`src/rtl/keypad_scanner_pkg.sv`:
```
// Shared definitions for the 4x4 keypad scanner.
//   NUM_COLS / NUM_ROWS : keypad matrix geometry
//   FRAME_W             : bits in one whole-keypad frame (bit n == key code n)
//   state_e             : report state machine encoding
//   popcount16, is_one_hot, onehot_to_idx : frame decoding helpers
package keypad_scanner_pkg;

  localparam int NUM_COLS = 4;
  localparam int NUM_ROWS = 4;
  localparam int FRAME_W  = NUM_COLS * NUM_ROWS;

  typedef enum logic {
    IDLE = 1'b0,
    HELD = 1'b1
  } state_e;

  // Number of pressed keys in a frame.
  function automatic logic [4:0] popcount16(input logic [FRAME_W-1:0] v);
    logic [4:0] cnt;
    cnt = '0;
    for (int i = 0; i < FRAME_W; i++) begin
      cnt = cnt + 5'(v[i]);
    end
    return cnt;
  endfunction

  function automatic logic is_one_hot(input logic [FRAME_W-1:0] v);
    return (popcount16(v) == 5'd1);
  endfunction

  // OR-encoder: only meaningful when v is one-hot, which the caller checks.
  function automatic logic [3:0] onehot_to_idx(input logic [FRAME_W-1:0] v);
    logic [3:0] idx;
    idx = '0;
    for (int i = 0; i < FRAME_W; i++) begin
      if (v[i]) idx = idx | 4'(i);
    end
    return idx;
  endfunction

endpackage

```
`src/rtl/keypad_scanner_sync2.sv`:
```
// Two-flop synchronizer for asynchronous board inputs.
//   clk       : destination clock
//   rst_n     : asynchronous active-low reset (flops load RESET_VAL)
//   d [W]     : asynchronous input
//   q [W]     : synchronized output, two clocks of latency
module keypad_scanner_sync2 #(
  parameter int             W         = 4,
  parameter logic [W-1:0]   RESET_VAL = '0
) (
  input  logic         clk,
  input  logic         rst_n,
  input  logic [W-1:0] d,
  output logic [W-1:0] q
);

  logic [W-1:0] meta_d, meta_q;
  logic [W-1:0] sync_d, sync_q;

  always_comb begin
    meta_d = d;
    sync_d = meta_q;
  end

  always_ff @(posedge clk or negedge rst_n) begin
    if (!rst_n) begin
      meta_q <= RESET_VAL;
      sync_q <= RESET_VAL;
    end else begin
      meta_q <= meta_d;
      sync_q <= sync_d;
    end
  end

  assign q = sync_q;

endmodule

```
`src/rtl/keypad_scanner.sv`:
```
// 4x4 matrix keypad scanner with whole-frame debounce.
//   clock          : system clock
//   reset          : asynchronous active-low reset
//   row [4]        : keypad rows, active-low, asynchronous
//   col [4]        : column drive, one-cold active-low, registered
//   keyCode [4]    : code of the last reported key, registered
//   keyValid       : one-cycle pulse in the cycle keyCode takes a new value;
//                    there is no back-pressure, a consumer must take it then
//   keyHeld        : report state (HELD) -- high while the reported key is down
module keypad_scanner
  import keypad_scanner_pkg::*;
#(
  parameter int SCAN_DIV       = 2048,
  parameter int DEBOUNCE_SCANS = 4
) (
  input  logic                clock,
  input  logic                reset,
  input  logic [NUM_ROWS-1:0] row,
  output logic [NUM_COLS-1:0] col,
  output logic [3:0]          keyCode,
  output logic                keyValid,
  output logic                keyHeld
);

  localparam int                  DIV_W    = $clog2(SCAN_DIV);
  localparam int                  CIDX_W   = $clog2(NUM_COLS);
  localparam logic [DIV_W-1:0]    DIV_LAST = DIV_W'(SCAN_DIV - 1);
  localparam logic [3:0]          DEB_MAX  = 4'(DEBOUNCE_SCANS);
  localparam logic [NUM_COLS-1:0] COL_ONE  = 1;

  logic [NUM_ROWS-1:0] row_sync;

  keypad_scanner_sync2 #(
    .W         (NUM_ROWS),
    .RESET_VAL ({NUM_ROWS{1'b1}})   // idle rows are pulled high
  ) u_row_sync (
    .clk   (clock),
    .rst_n (reset),
    .d     (row),
    .q     (row_sync)
  );

  logic [DIV_W-1:0]    div_d, div_q;
  logic [CIDX_W-1:0]   col_idx_d, col_idx_q;
  logic [NUM_COLS-1:0] col_d, col_q;
  logic [FRAME_W-1:0]  frame_d, frame_q;
  logic [FRAME_W-1:0]  prev_frame_d, prev_frame_q;
  logic [3:0]          stable_d, stable_q;
  state_e              state_d, state_q;
  logic [3:0]          key_code_d, key_code_q;
  logic                key_valid_d, key_valid_q;

  logic tick;
  logic frame_done;
  logic accept;

  always_comb begin
    div_d        = div_q + DIV_W'(1);   // power-of-two period: wraps by itself
    col_idx_d    = col_idx_q;
    frame_d      = frame_q;
    prev_frame_d = prev_frame_q;
    stable_d     = stable_q;
    state_d      = state_q;
    key_code_d   = key_code_q;
    key_valid_d  = 1'b0;

    // Sample on the last cycle of the column period so the rows have had the
    // whole period (minus synchronizer latency) to settle.
    tick       = (div_q == DIV_LAST);
    frame_done = tick && (col_idx_q == CIDX_W'(NUM_COLS - 1));

    if (tick) begin
      frame_d[col_idx_q * NUM_ROWS +: NUM_ROWS] = ~row_sync;
      col_idx_d = col_idx_q + CIDX_W'(1);
    end

    if (frame_done) begin
      if (frame_d == prev_frame_q) begin
        if (stable_q != DEB_MAX) stable_d = stable_q + 4'd1;
      end else begin
        stable_d     = 4'd1;
        prev_frame_d = frame_d;
      end
    end

    accept = frame_done && (stable_d == DEB_MAX);

    case (state_q)
      IDLE: begin
        if (accept && is_one_hot(frame_d)) begin
          key_code_d  = onehot_to_idx(frame_d);
          key_valid_d = 1'b1;
          state_d     = HELD;
        end
      end
      HELD: begin
        // Only a full release re-arms reporting; extra keys are ignored.
        if (accept && (frame_d == '0)) state_d = IDLE;
      end
      default: state_d = IDLE;
    endcase

    col_d = ~(COL_ONE << col_idx_d);
  end

  always_ff @(posedge clock or negedge reset) begin
    if (!reset) begin
      div_q        <= '0;
      col_idx_q    <= '0;
      col_q        <= ~COL_ONE;
      frame_q      <= '0;
      prev_frame_q <= '0;
      stable_q     <= '0;
      state_q      <= IDLE;
      key_code_q   <= '0;
      key_valid_q  <= 1'b0;
    end else begin
      div_q        <= div_d;
      col_idx_q    <= col_idx_d;
      col_q        <= col_d;
      frame_q      <= frame_d;
      prev_frame_q <= prev_frame_d;
      stable_q     <= stable_d;
      state_q      <= state_d;
      key_code_q   <= key_code_d;
      key_valid_q  <= key_valid_d;
    end
  end

  assign col      = col_q;
  assign keyCode  = key_code_q;
  assign keyValid = key_valid_q;
  assign keyHeld  = (state_q == HELD);

endmodule

```
`config.mk`:
```
export PLATFORM = sky130hd
export DESIGN_NAME = keypad_scanner
export DESIGN_NICKNAME = d
export VERILOG_FILES = /design/src/rtl/keypad_scanner_pkg.sv /design/src/rtl/keypad_scanner_sync2.sv /design/src/rtl/keypad_scanner.sv
export SDC_FILE = /design/constraint.sdc
export NUM_CORES = 1
export LEC_CHECK = 0
export ABC_AREA = 1
export CAP_MARGIN = 20
export CORE_MARGIN = 10
export CORE_UTILIZATION = 35
export DETAILED_ROUTE_END_ITERATION = 8
export MAX_ROUTING_LAYER = met4
export SYNTH_ARGS = -nofsm -noshare
export SYNTH_HDL_FRONTEND = slang
export SYNTH_HIERARCHICAL = 1
export SYNTH_SLANG_ARGS = --single-unit
export TNS_END_PERCENT = 100
```
`constraint.sdc`:
```
create_clock -name clock -period 7.08 [get_ports clock]
set_input_delay 1.062 -clock clock [delete_from_list [all_inputs] [get_ports clock]]
set_output_delay 1.062 -clock clock [all_outputs]
set_load 0.01 [all_outputs]
```
### Word-level counts from Yosys, hierarchy flattened

Index checks and enable logic that the tools add are counted.

| operators by class | value |
|---|---|
| reductions and logical operators | 7 |
| multiply operators | 0 |
| equality and inequality tests | 6 |
| multiplexer cells | 25 |
| magnitude comparators | 0 |
| shifts and indexed selects | 3 |
| add/sub/neg operators | 19 |
| divide/modulo/power cells | 0 |
| bitwise logic cells | 4 |

Operator list:

| operator | count |
|---|---|
| $add A5 B1 Y5 | 11 |
| $mux W4 | 11 |
| $neg A4 Y34 | 1 |
| $shift A4 B34 Y16 const A | 1 |
| $shiftx A4 B34 Y16 | 1 |
| $bwmux W16 | 1 |
| $eq A16 B16 Y1 | 1 |
| $logic_not A16 Y1 | 1 |
| $mux W16 | 1 |
| $mux W3 | 4 |
| $add A11 B1 Y11 const B | 1 |
| $eq A11 B11 Y1 const B | 1 |
| $not A4 Y4 | 2 |
| $mux W2 | 3 |
| $add A4 B1 Y5 | 1 |
| $eq A5 B1 Y1 const B | 1 |
| $add A3 B1 Y4 | 1 |
| $add A4 B1 Y4 const B | 1 |
| $eq A4 B3 Y1 const B | 1 |
| $logic_and A1 B1 Y1 | 4 |
| $mux W1 | 4 |
| $ne A4 B3 Y1 const B | 1 |
| $reduce_and A2 Y1 | 2 |
| $shl A1 B2 Y4 const A | 1 |
| other kinds (6) | 7 |

| storage, ports and cells | value |
|---|---|
| bits in latches | 0 |
| bits in writable memories | 0 |
| output and inout bits | 10 |
| ROM bits | 0 |
| logic and storage cells | 75 |
| register bits | 67 |
| memories kept | 0 |

### Depth between registers and ports, before layout

Gate-level depths: netlist (run 1).

| logic depth | value |
|---|---|
| depth in word-level cells | 23 |
| gate-level depth with buffers | 25 |

### Modules after synthesis

Netlist (run 1), hierarchy kept.

By module, submodules not included:

| module | cells each | seq. area each (µm²) | times used | area an instance (µm²) |
|---|---|---|---|---|
| keypad_scanner | 457 | 1480.2 | 1 | 3628.5 |
| keypad_scanner_sync2 | 8 | 210.2 | 1 | 210.2 |

### Worst setup path before layout (run 1)

No wires, ideal clock.

| timing path | value |
|---|---|
| kind | reg-to-reg |
| start | register col_idx_q[0] |
| end | register key_code_q[1] (netlist: keyCode[1]) |
| data required time | 6952 ps |
| setup slack | 2083 ps |
| setup time | 128 ps |
| cell stages (with the launch flop) | 23 |
| path buffers | 0 |
| arrival time | 4869 ps |
| path through | dfrtp_1 > clkinv_1 > ha_1 > inv_1 > nor2_2 > nand4_1 > nand2_1 > nand2_1 > nand2_1 > inv_1 > fa_1 > fa_1 > fa_1 > fa_1 > inv_1 > ha_1 > fa_1 > inv_1 > nand4_1 > a21oi_1 > nand3_4 > nand2_1 > o21ai_1 |

| on the way | value |
|---|---|
| elaborated cells on any way between the ends | 44 |
| classes of those cells | add/sub (16); eq/ne (4); shift (2); mux (18); reduce/logical (4) |

RTL lines:

| element | line | source |
|---|---|---|
| start: declaration | keypad_scanner.sv:44 | `logic [CIDX_W-1:0] col_idx_d, col_idx_q;` |
| start signal: assignment | keypad_scanner.sv:119 | `col_idx_q <= col_idx_d;` |
| $neg A4 Y34 * | keypad_scanner.sv:73 | `frame_d[col_idx_q * NUM_ROWS +: NUM_ROWS] = ~row_sync;` |
| $shiftx A4 B34 Y16 or $shift A4 B34 Y16 (tied branches) | keypad_scanner.sv:73 |  |
| $bwmux W16 * | keypad_scanner.sv:73 |  |
| $mux W16 * | keypad_scanner.sv:72 | `if (tick) begin` |
| net frame_d[11] | keypad_scanner.sv:46 | `logic [FRAME_W-1:0] frame_d, frame_q;` |
| $add A5 B1 Y5 (5 in series) | keypad_scanner_pkg.sv:22 | `cnt = cnt + 5'(v[i]);` |
| $eq A5 B1 Y1 | keypad_scanner_pkg.sv:28 | `return (popcount16(v) == 5'd1);` |
| $logic_and A1 B1 Y1 | keypad_scanner.sv:90 | `if (accept && is_one_hot(frame_d)) begin` |
| $reduce_and A2 Y1 (no line) | n/a |  |
| end signal: assignment | keypad_scanner.sv:125 | `key_code_q <= key_code_d;` |
| end: declaration | keypad_scanner.sv:50 | `logic [3:0] key_code_d, key_code_q;` |

The timed path passes the listed nets; every way through them passes the cells marked *.
A chain may end at the register's enable or synchronous reset.

### Final worst setup path (run 1)

| timing path | value |
|---|---|
| start | register col_idx_q[0] |
| end | register key_code_q[0] (netlist: keyCode[0]) |

The elaborated chain is that of the path after synthesis.

==> flow_summary.ini, run 1 <==
[cells_and_area]
finalNonFillerCells = 631
layout.nets = 516
final.fill_count = 1077
multi_input_area_um2 = 1840
final_core_utilization_pct = 40.2
area.growth.synth_to_final_pct = 13.0
seqCellArea_um2 = 1690
insertedDiodeCount = 0
final_layout_size_suffix_gt1_share_pct = 12.2

[synth]
synth_area_um2 = 3840
synth.lib_cells_used.distinct = 33
synth-main-ff-cell = dfrtp_1
synth-edff-count = 0
post_synth_main_area_contributors = dfrtp_1 37%, nand2_1 14%, dfstp_2 7.5%, inv_1 6.5%, fa_1 5.2%
syn-num-nets = 495
synth_sequential_area_ratio_pct = 44.0
synth_area_leader_cell = dfrtp_1
synth_async_sr_flop_share_pct = 100
post_synth_inst_count = 465
synth_seq_cells = 67
yosysMostFrequentCell = nand2_1
synth_commonest_cells = 148 x nand2_1, 66 x inv_1, 56 x dfrtp_1
mean_instance_size_in_the_synthesized_netlist_um2 = 8.26
synth_warnings = 6
share_of_the_synthesized_area_in_the_top_cell_type_pct = 36.5

[clock_network]
clock_insertion_delay_worst_skew_ns = 0.35
cts.root.buffer_cell = clkbuf_8
clock_tree.buffer_depth = 2
hold_buffers = 0
path_clk_slew_ns = 0.08
cts_buffers = 9
clock_h_tree_levels = 3
tritoncts_clock_tree = built
tritoncts_num_sinks = 67
post_cts_resized = 0
post-cts-setup-buffers = 0

[power]
internal-power_mw = 0.591
power.net_switching_mw = 0.166
ir_worst_vdd_mv = 0.0962
p_comb_share_pct = 1.6
switching_share_pct = 22.0
power.density_nw_per_um2 = 174
pwr-share-seq_pct = 51.2
post_route_total_power_mw = 0.757
clock_power_share_pct = 47.2
leakagePower_nw = 2.19

[timing]
worst_slew_pin_slew_ns = 0.863
hold_viol_final = 0
slew_viol_final = 0
fin_crit_ns = 5.81
finClkSkew_ns = 0.00986
rsz_0062_raised_after_global_routing = false
maxSlewHeadroom_pct = 42.5
max_freq_mhz = 172
setup_viol = 0
totalNegativeSetupSlack_ns = 0
crit_share_post_route_pct = 82.0

[drt]
vias = 2922
detailedRoute.firstPassIterationCount = 5
post-route-drc-count = 0
final_antenna_net_count = 0
drt_wl_total_um = 7970
routed_wire_length_per_instance_um = 12.6
detailedRoute.firstIterationViolations = 189
route.detailed.vias_per_inst = 4.63

[setup_path]
worst-r2r-setup-slack_ns = 1.27
criticalPathCategory = reg2reg
cp_data_arrival_time_ns = 6.02
setup.worst_path.start_class = register
critPathCaptureType = register
critPathMaxFanout = 14
critical_path_required_ns = 7.30

[run_status]
status = completed

[place]
half_perimeter_wire_length_after_detailed_placement_um = 5990
routabilityCongestion = 0.931
place.detailed.instances = 615
portBuffers = 15

[floorplanning]
dieWidth_um = 125
total_die_area_um2 = 15600
die_h_um = 125
core_region_area_um2 = 10800
floorplan.rows = 38
start_util_pct = 35.6
io_pins = 16

[global_routing]
grt_start_max_net_pins = 68
total_overflow_reported_by_the_global_router = 0
grt_pass1_wl_um = 14100
first_global_vias = 2915
antenna_found_initial = 0
grt.total_usage_pct = 11.2

[hold_path]
min-delay-path-class = reg2reg

[flow_run]
number_of_max_cap_violations = 0
==> cells in the final DEF (no fill, tap or decap) <==
cell type and instances:
nand2_1 148, inv_1 66, dfrtp_1 56, nor2_1 30, nand3_1 28, o21ai_0 18
nand2_2 17, nand4_1 15, ha_1 14, clkdlybuf4s50_1 14, xor2_1 11, dfstp_2 11
fa_1 10, clkbuf_8 9, nand3b_1 6, nor2_4 5, nor3_1 4, nor2_2 3
nand2_4 2, xnor2_1 2, nand3_4 2, nor4_1 2, o21ai_1 2, bufinv_16 2
inv_6 2, a32o_1 1, nor3b_1 1, a21oi_1 1, inv_2 1, and2_1 1
inv_4 1, clkinv_1 1, clkinv_2 1, clkinv_4 1, clkinvlp_4 1, buf_2 1
buf_4 1
==> final timing paths <==
| path | start | endpoint | cells past startpoint |
|---|---|---|---|
| setup / recovery | col_idx_q[0]$_DFF_PN0_ | keyCode[0]$_DFFE_PN0P_ | 22 |
| hold / removal | u_row_sync/meta_q[0]$_DFF_PN1_ | u_row_sync/q[0]$_DFF_PN1_ | 0 |
| setup reg to reg | col_idx_q[0]$_DFF_PN0_ | keyCode[0]$_DFFE_PN0P_ | 22 |
| hold reg to reg | u_row_sync/meta_q[0]$_DFF_PN1_ | u_row_sync/q[0]$_DFF_PN1_ | 0 |
| max in group asynchronous | reset | col_idx_q[1]$_DFF_PN0_ | 2 |
| min in group asynchronous | reset | stable_q[1]$_DFF_PN0_ | 2 |
==> cell families after synthesis <==
family	count (synthesis)	share of synthesized area, %
and+or+nand+nor	264	32.1
DFF	67	44.0
buffers and inverters	75	8.12
AOI/OAI and AO/OA	22	3.00
adders and majority gates	24	9.78
xor gates and xnor gates	13	2.97
==> cell type report <==
| cell class | instances | area share (%) |
|---|---|---|
| flip-flops and latches | 67 | 39.0 |
| inverters | 69 | 6.03 |
| clock inverters | 7 | 2.28 |
| repair buffers | 16 | 3.52 |
| multi-input cells | 323 | 42.3 |
| clock buffers | 9 | 2.85 |
| well taps | 140 | 4.04 |
==> state kept, by name, summed over array words and instances (netlist names) <==
name and flops:
keyCode 4, u_row_sync/q 4, div_q 11, frame_q 16
prev_frame_q 16, col 4, keyHeld 1, stable_q 4
col_idx_q 2, keyValid 1, u_row_sync/meta_q 4
==> per-stage QoR <==
step	instance area, µm²	setup slack, ns	hold WS [ns]
5_1_grt	4340	0.628	0.362
4_1_cts	4340	1.28	0.359
3_5_place_dp	4120	1.29	0.348
2_1_floorplan	3840	2.08	0.345
6_report	4340	1.27	0.357
3_3_place_gp	4120	1.39	0.349
==> routing by layer <==
metal  vias up  part of all wire, %  track usage [%]
li1       1494                    -                -
met1      1373                   48             13.8
met2        45                   46             17.2
met3        10                  3.9             3.06
met4         0                  2.0             4.32
met5         -                    0                -
==> critical path, stage by stage, from the launching register on <==
cell and delay (ns):
dfrtp_1 0.62, clkinv_1 0.37, ha_1 0.48, inv_1 0.14, nor2_2 0.20, nand4_1 0.12, nand2_1 0.08, nand2_1 0.07
nand2_1 0.16, inv_1 0.11, fa_1 0.56, fa_1 0.42, fa_1 0.46, fa_1 0.49, inv_1 0.04, ha_1 0.20
fa_1 0.43, inv_1 0.06, nand4_1 0.08, a21oi_1 0.27, nand3_4 0.16, nand2_1 0.09, o21ai_1 0.06
==> power by group through the flow <==
stage / registers (mW) / logic, mW / clock network, mW
after floorplan: 0.395 / 0.00161 / 0
after detailed placement: 0.395 / 0.0130 / 0
after CTS: 0.388 / 0.0129 / 0.369
after global routing: 0.388 / 0.0144 / 0.389
after global placement: 0.395 / 0.0127 / 0
final: 0.388 / 0.0120 / 0.357
No activity file was read; power rests on OpenSTA's default activity.
==> run 2: changes to the inputs <==
- clock period: 7.08 -> 5.7 ns (I/O delays scaled with it)
==> run 2 against run 1 <==
Against the previous run: maximum frequency is 11% higher; sequential power is 24% higher; die area stayed put; routed wire length is 2.8% higher; sequential cell count stayed put; sequential share of layout area hardly changed; design area hardly changed; register-to-register slack worse by 0.81 ns; power is 19% higher; via count is 0.27% lower.
==> flow_summary.ini, run 2 (synthesis gave the netlist of run 1 again) <==
[cells_and_area]
layout_commonest_cell = nand2_1
largestRegisters = frame_q: 16 flops, prev_frame_q: 16 flops, div_q: 11 flops
layout.cells.most_common_list = 148 x nand2_1, 66 x inv_1, 56 x dfrtp_1
final_core_utilization_pct = 40.2
area.growth.synth_to_final_pct = 13.0
final_layout_size_suffix_gt1_share_pct = 12.8
layout.nets = 519
finalNonFillerCells = 634
final.fill_count = 1056
insertedDiodeCount = 0

[place]
half_perimeter_wire_length_after_detailed_placement_um = 6140
place.detailed.instances = 618
portBuffers = 15
routabilityCongestion = 0.948

[timing]
maxSlewHeadroom_pct = 43.1
finClkSkew_ns = 0.0107
crit_share_post_route_pct = 91.9
rsz_0062_raised_after_global_routing = false
totalNegativeSetupSlack_ns = 0
final.hold.worst_slack_ns = 0.358
hold_viol_final = 0
max_freq_mhz = 191
fin_crit_ns = 5.24
worst_slew_pin_slew_ns = 0.854
slew_viol_final = 0
setup_viol = 0

[power]
power.density_nw_per_um2 = 208
leakagePower_nw = 2.19
post_route_total_power_mw = 0.901
ir_worst_vdd_mv = 0.0819

[setup_path]
slowest_stage = fa_1
worst-r2r-setup-slack_ns = 0.46
ff_to_ff_start = col_idx_q[1]$_DFF_PN0_
r2r_cells = 22
worst_setup_path_endpoint = keyCode[1]$_DFFE_PN0P_
crit_path_max_incr_delay_ns = 0.56
cp_data_arrival_time_ns = 5.47
critPathCaptureType = register
criticalPathCategory = reg2reg
critical_path_required_ns = 5.93
critPathMaxFanout = 8
worstPathCellList = inv_1 -> ha_1 -> inv_1 -> nor2_2 -> nand4_1 -> nand2_1 -> nand2_1 -> nand2_1 -> inv_1 -> fa_1 -> fa_1 -> fa_1 -> fa_1 -> inv_1 -> ha_1 -> fa_1 -> inv_1 -> nand4_1 -> a21oi_1 -> nand3_4 -> nand2_1 -> o21ai_1
worst_r2r_endpoint = keyCode[1]$_DFFE_PN0P_
cp-startpoint = col_idx_q[1]$_DFF_PN0_
setup.worst_path.start_class = register

[floorplanning]
die_h_um = 125
dieWidth_um = 125
floorplan.rows = 38
core_region_area_um2 = 10800
io_pins = 16
total_die_area_um2 = 15600
start_util_pct = 35.6

[drt]
highest_layer = met4
drt-met1-wl_um = 3880
vias = 2914
detailedRoute.firstPassIterationCount = 5
post-route-drc-count = 0
detailroute.wirelength.met2_um = 3770
final_antenna_net_count = 0
detailedRoute.firstIterationViolations = 218
routed_wire_length_per_instance_um = 12.9
route.detailed.vias_per_inst = 4.60
detailroute.wirelength.met3_um = 322
drt_wl_total_um = 8200

[clock_network]
path_clk_slew_ns = 0.08
post_cts_resized = 0
tritoncts_clock_tree = built
post-cts-setup-buffers = 0
hold_buffers = 0
clock_tree.buffer_depth = 2
clock_h_tree_levels = 3
cts_buffers = 9
tritoncts_num_sinks = 67
clock_insertion_delay_worst_skew_ns = 0.36
cts.root.buffer_cell = clkbuf_8

[global_routing]
antenna_found_initial = 0
first_global_vias = 2918
total_overflow_reported_by_the_global_router = 0
grt_pass1_wl_um = 14200
grt.total_usage_pct = 11.3
grt_start_max_net_pins = 68

[hold_path]
min-delay-path-class = reg2reg

[run_status]
status = completed

[flow_run]
number_of_max_cap_violations = 0
## run 2: metrics by stage
step           instance area [µm²]  worst slack [ns]
2_1_floorplan                 3840             0.703
3_3_place_gp                  4140             0.611
3_5_place_dp                  4140             0.544
4_1_cts                       4340             0.504
5_1_grt                       4340            0.0262
6_report                      4340             0.463
## run 2: power by group
part           internal [mW]  switching, mW  leakage [nW]
combinational        0.00415         0.0107          1.21
clock                  0.205          0.200         0.100
sequential             0.480        0.00156         0.884
## run 2: critical path, delay by kind of cell (launching register included)
family                   cells  cell delay (ns)
adder cells (fa/ha/maj)      7             2.96
AND/OR/NAND/NOR              8             0.98
buffers and inverters        5             0.46
flip-flops                   1             0.40
AO/OA/AOI/OAI                2             0.31
## run 2: cell type report
cell class                 instances  area (µm²)  area share (%)
multi-input combinational        323        1840            42.4
sequential                        67        1690            39.0
inverter                          69         262            6.03
timing repair buffer              19         175            4.04
tap                              140         175            4.04
clock buffer                       9         124            2.86
clock inverter                     7        73.8            1.70
## run 2: how the worst min path moves through the flow
stage,from,to,cells past startpoint
global route,u_row_sync/meta_q[0]$_DFF_PN1_,u_row_sync/q[0]$_DFF_PN1_,0
CTS,u_row_sync/meta_q[0]$_DFF_PN1_,u_row_sync/q[0]$_DFF_PN1_,0
floorplan,u_row_sync/meta_q[0]$_DFF_PN1_,u_row_sync/q[0]$_DFF_PN1_,0
detailed placement,u_row_sync/meta_q[2]$_DFF_PN1_,u_row_sync/q[2]$_DFF_PN1_,0
global placement,u_row_sync/meta_q[2]$_DFF_PN1_,u_row_sync/q[2]$_DFF_PN1_,0
finish,u_row_sync/meta_q[1]$_DFF_PN1_,u_row_sync/q[1]$_DFF_PN1_,0
## run 2: layer usage
metal / vias up / global-route usage (%)
met1: 1359 / 13.7
met4: 0 / 6.03
met2: 49 / 17.6
met3: 16 / 1.91
li1: 1490 / -
met5: - / -
==> run 3: changes to the inputs <==
- PLACE_DENSITY: unset -> 0.59
- SLEW_MARGIN: unset -> 20
==> run 3 against run 2 <==
Against the previous run: combinational power is essentially flat; sequential share of layout area is essentially flat; global-route usage shrank 0.16 points; non-clock buffer count is the same; first-iteration DRC count shrank 11%; critical endpoint unchanged; largest power group unchanged.
==> flow_summary.ini, run 3 (synthesis gave the netlist of run 1 again) <==
[setup_path]
worstPathCellList = inv_1 -> ha_1 -> inv_1 -> nor2_1 -> nand4_1 -> nand2_1 -> nand2_1 -> nand2_1 -> inv_1 -> fa_1 -> fa_1 -> fa_1 -> fa_1 -> inv_1 -> ha_1 -> fa_1 -> inv_1 -> nand4_1 -> a21oi_1 -> nand3_4 -> nand2_1 -> o21ai_1
critPathCaptureType = register
criticalPathCategory = reg2reg
slowest_stage = fa_1
critical_path_required_ns = 5.92
critPathMaxFanout = 8
crit_path_max_incr_delay_ns = 0.55
setup.worst_path.start_class = register
cp_data_arrival_time_ns = 5.48

[drt]
drt_wl_total_um = 8140
detailedRoute.firstIterationViolations = 195
route.detailed.vias_per_inst = 4.59
detailedRoute.firstPassIterationCount = 4
post-route-drc-count = 0
final_antenna_net_count = 0
routed_wire_length_per_instance_um = 12.8
vias = 2913

[clock_network]
clock_insertion_delay_worst_skew_ns = 0.35
cts_buffers = 9
post-cts-setup-buffers = 0
post_cts_resized = 0
clock_tree.buffer_depth = 2
path_clk_slew_ns = 0.07
cts.root.buffer_cell = clkbuf_8
clock_h_tree_levels = 3
tritoncts_num_sinks = 67
tritoncts_clock_tree = built
hold_buffers = 0

[place]
dp_slack_ns = 0.475
half_perimeter_wire_length_after_detailed_placement_um = 6120
portBuffers = 15
routabilityCongestion = 0.927
place.detailed.instances = 618

[cells_and_area]
final_layout_size_suffix_gt1_share_pct = 12.3
insertedDiodeCount = 0
area.growth.synth_to_final_pct = 12.9
layout.cells.most_common_list = 148 x nand2_1, 66 x inv_1, 56 x dfrtp_1
largestRegisters = frame_q: 16 flops, prev_frame_q: 16 flops, div_q: 11 flops
layout_commonest_cell = nand2_1
finalNonFillerCells = 634
final_core_utilization_pct = 40.2
layout.nets = 519

[power]
leakagePower_nw = 2.18
power.density_nw_per_um2 = 206
post_route_total_power_mw = 0.892
ir_worst_vdd_mv = 0.0805

[run_status]
status = completed

[hold_path]
min-delay-path-class = reg2reg

[floorplanning]
floorplan.rows = 38
die_h_um = 125
start_util_pct = 35.6
total_die_area_um2 = 15600
core_region_area_um2 = 10800
io_pins = 16
dieWidth_um = 125

[timing]
fin_crit_ns = 5.26
crit_share_post_route_pct = 92.3
totalNegativeSetupSlack_ns = 0
hold_viol_final = 0
finClkSkew_ns = 0.00894
worst_slew_pin_slew_ns = 0.852
slew_viol_final = 0
rsz_0062_raised_after_global_routing = false
layout_setup_ws_ns = 0.437
maxSlewHeadroom_pct = 43.2
setup_viol = 0
max_freq_mhz = 190

[global_routing]
grt_start_max_net_pins = 68
grt_pass1_wl_um = 14000
total_overflow_reported_by_the_global_router = 0
grt.total_usage_pct = 11.1
antenna_found_initial = 0
first_global_vias = 2884

[flow_run]
number_of_max_cap_violations = 0
run 3: changes by cell type in the layout (fill, tap and decap cells not counted), sizes merged:
cell,previous run,this run
clkbuf,9,12
clkinv,3,2
clkinvlp,1,2
inv,71,68
run 3: area by class of cell:
cell class | count | area (µm²)
inverter | 69 | 262
sequential | 67 | 1690
multi-input combinational | 323 | 1840
clock buffer | 12 | 145
clock inverter | 4 | 50.0
timing repair buffer | 19 | 175
fill | 1083 | 6460
tap | 140 | 175
run 3: worst max-delay path, delay by kind of cell, from the launching register on:
family / cells / cell delay (ns)
simple gates: 8 / 0.89
compound gates: 2 / 0.33
flops: 1 / 0.42
buf+inv: 5 / 0.55
fa+ha+maj: 7 / 2.92
run 3: power breakdown:
part / switching, mW / internal [mW] / leakage (nW) / total [mW]
Clock: 0.181 / 0.214 / 0.0926 / 0.395
Sequential: 0.00164 / 0.481 / 0.884 / 0.482
Combinational: 0.0108 / 0.00415 / 1.21 / 0.0150
run 3: metrics by stage:
step	hold slack (ns)	instance area, µm²
2_1_floorplan	0.345	3840
3_3_place_gp	0.351	4140
3_5_place_dp	0.348	4140
4_1_cts	0.351	4330
5_1_grt	0.348	4330
6_report	0.347	4330
run 3: path summary, 6_finish.rpt:
path                                                 from                   endpoint  slack [ns]  cells past startpoint
max in group asynchronous                           reset         div_q[8]$_DFF_PN0_        4.44                      2
min in group asynchronous                           reset      stable_q[1]$_DFF_PN0_        0.70                      2
min reg2reg                u_row_sync/meta_q[3]$_DFF_PN1_  u_row_sync/q[3]$_DFF_PN1_        0.35                      0
max                                col_idx_q[1]$_DFF_PN0_     keyCode[1]$_DFFE_PN0P_        0.44                     22
max reg2reg                        col_idx_q[1]$_DFF_PN0_     keyCode[1]$_DFFE_PN0P_        0.44                     22
min                        u_row_sync/meta_q[3]$_DFF_PN1_  u_row_sync/q[3]$_DFF_PN1_        0.35                      0
run 3: metal layers:
metal / GRT usage, % / routed length [µm] / up-vias
met5: - / 0 / -
met2: 17.1 / 3850 / 45
li1: - / - / 1493
met3: 1.83 / 370 / 11
met1: 14.0 / 3780 / 1364
met4: 5.00 / 137 / 0
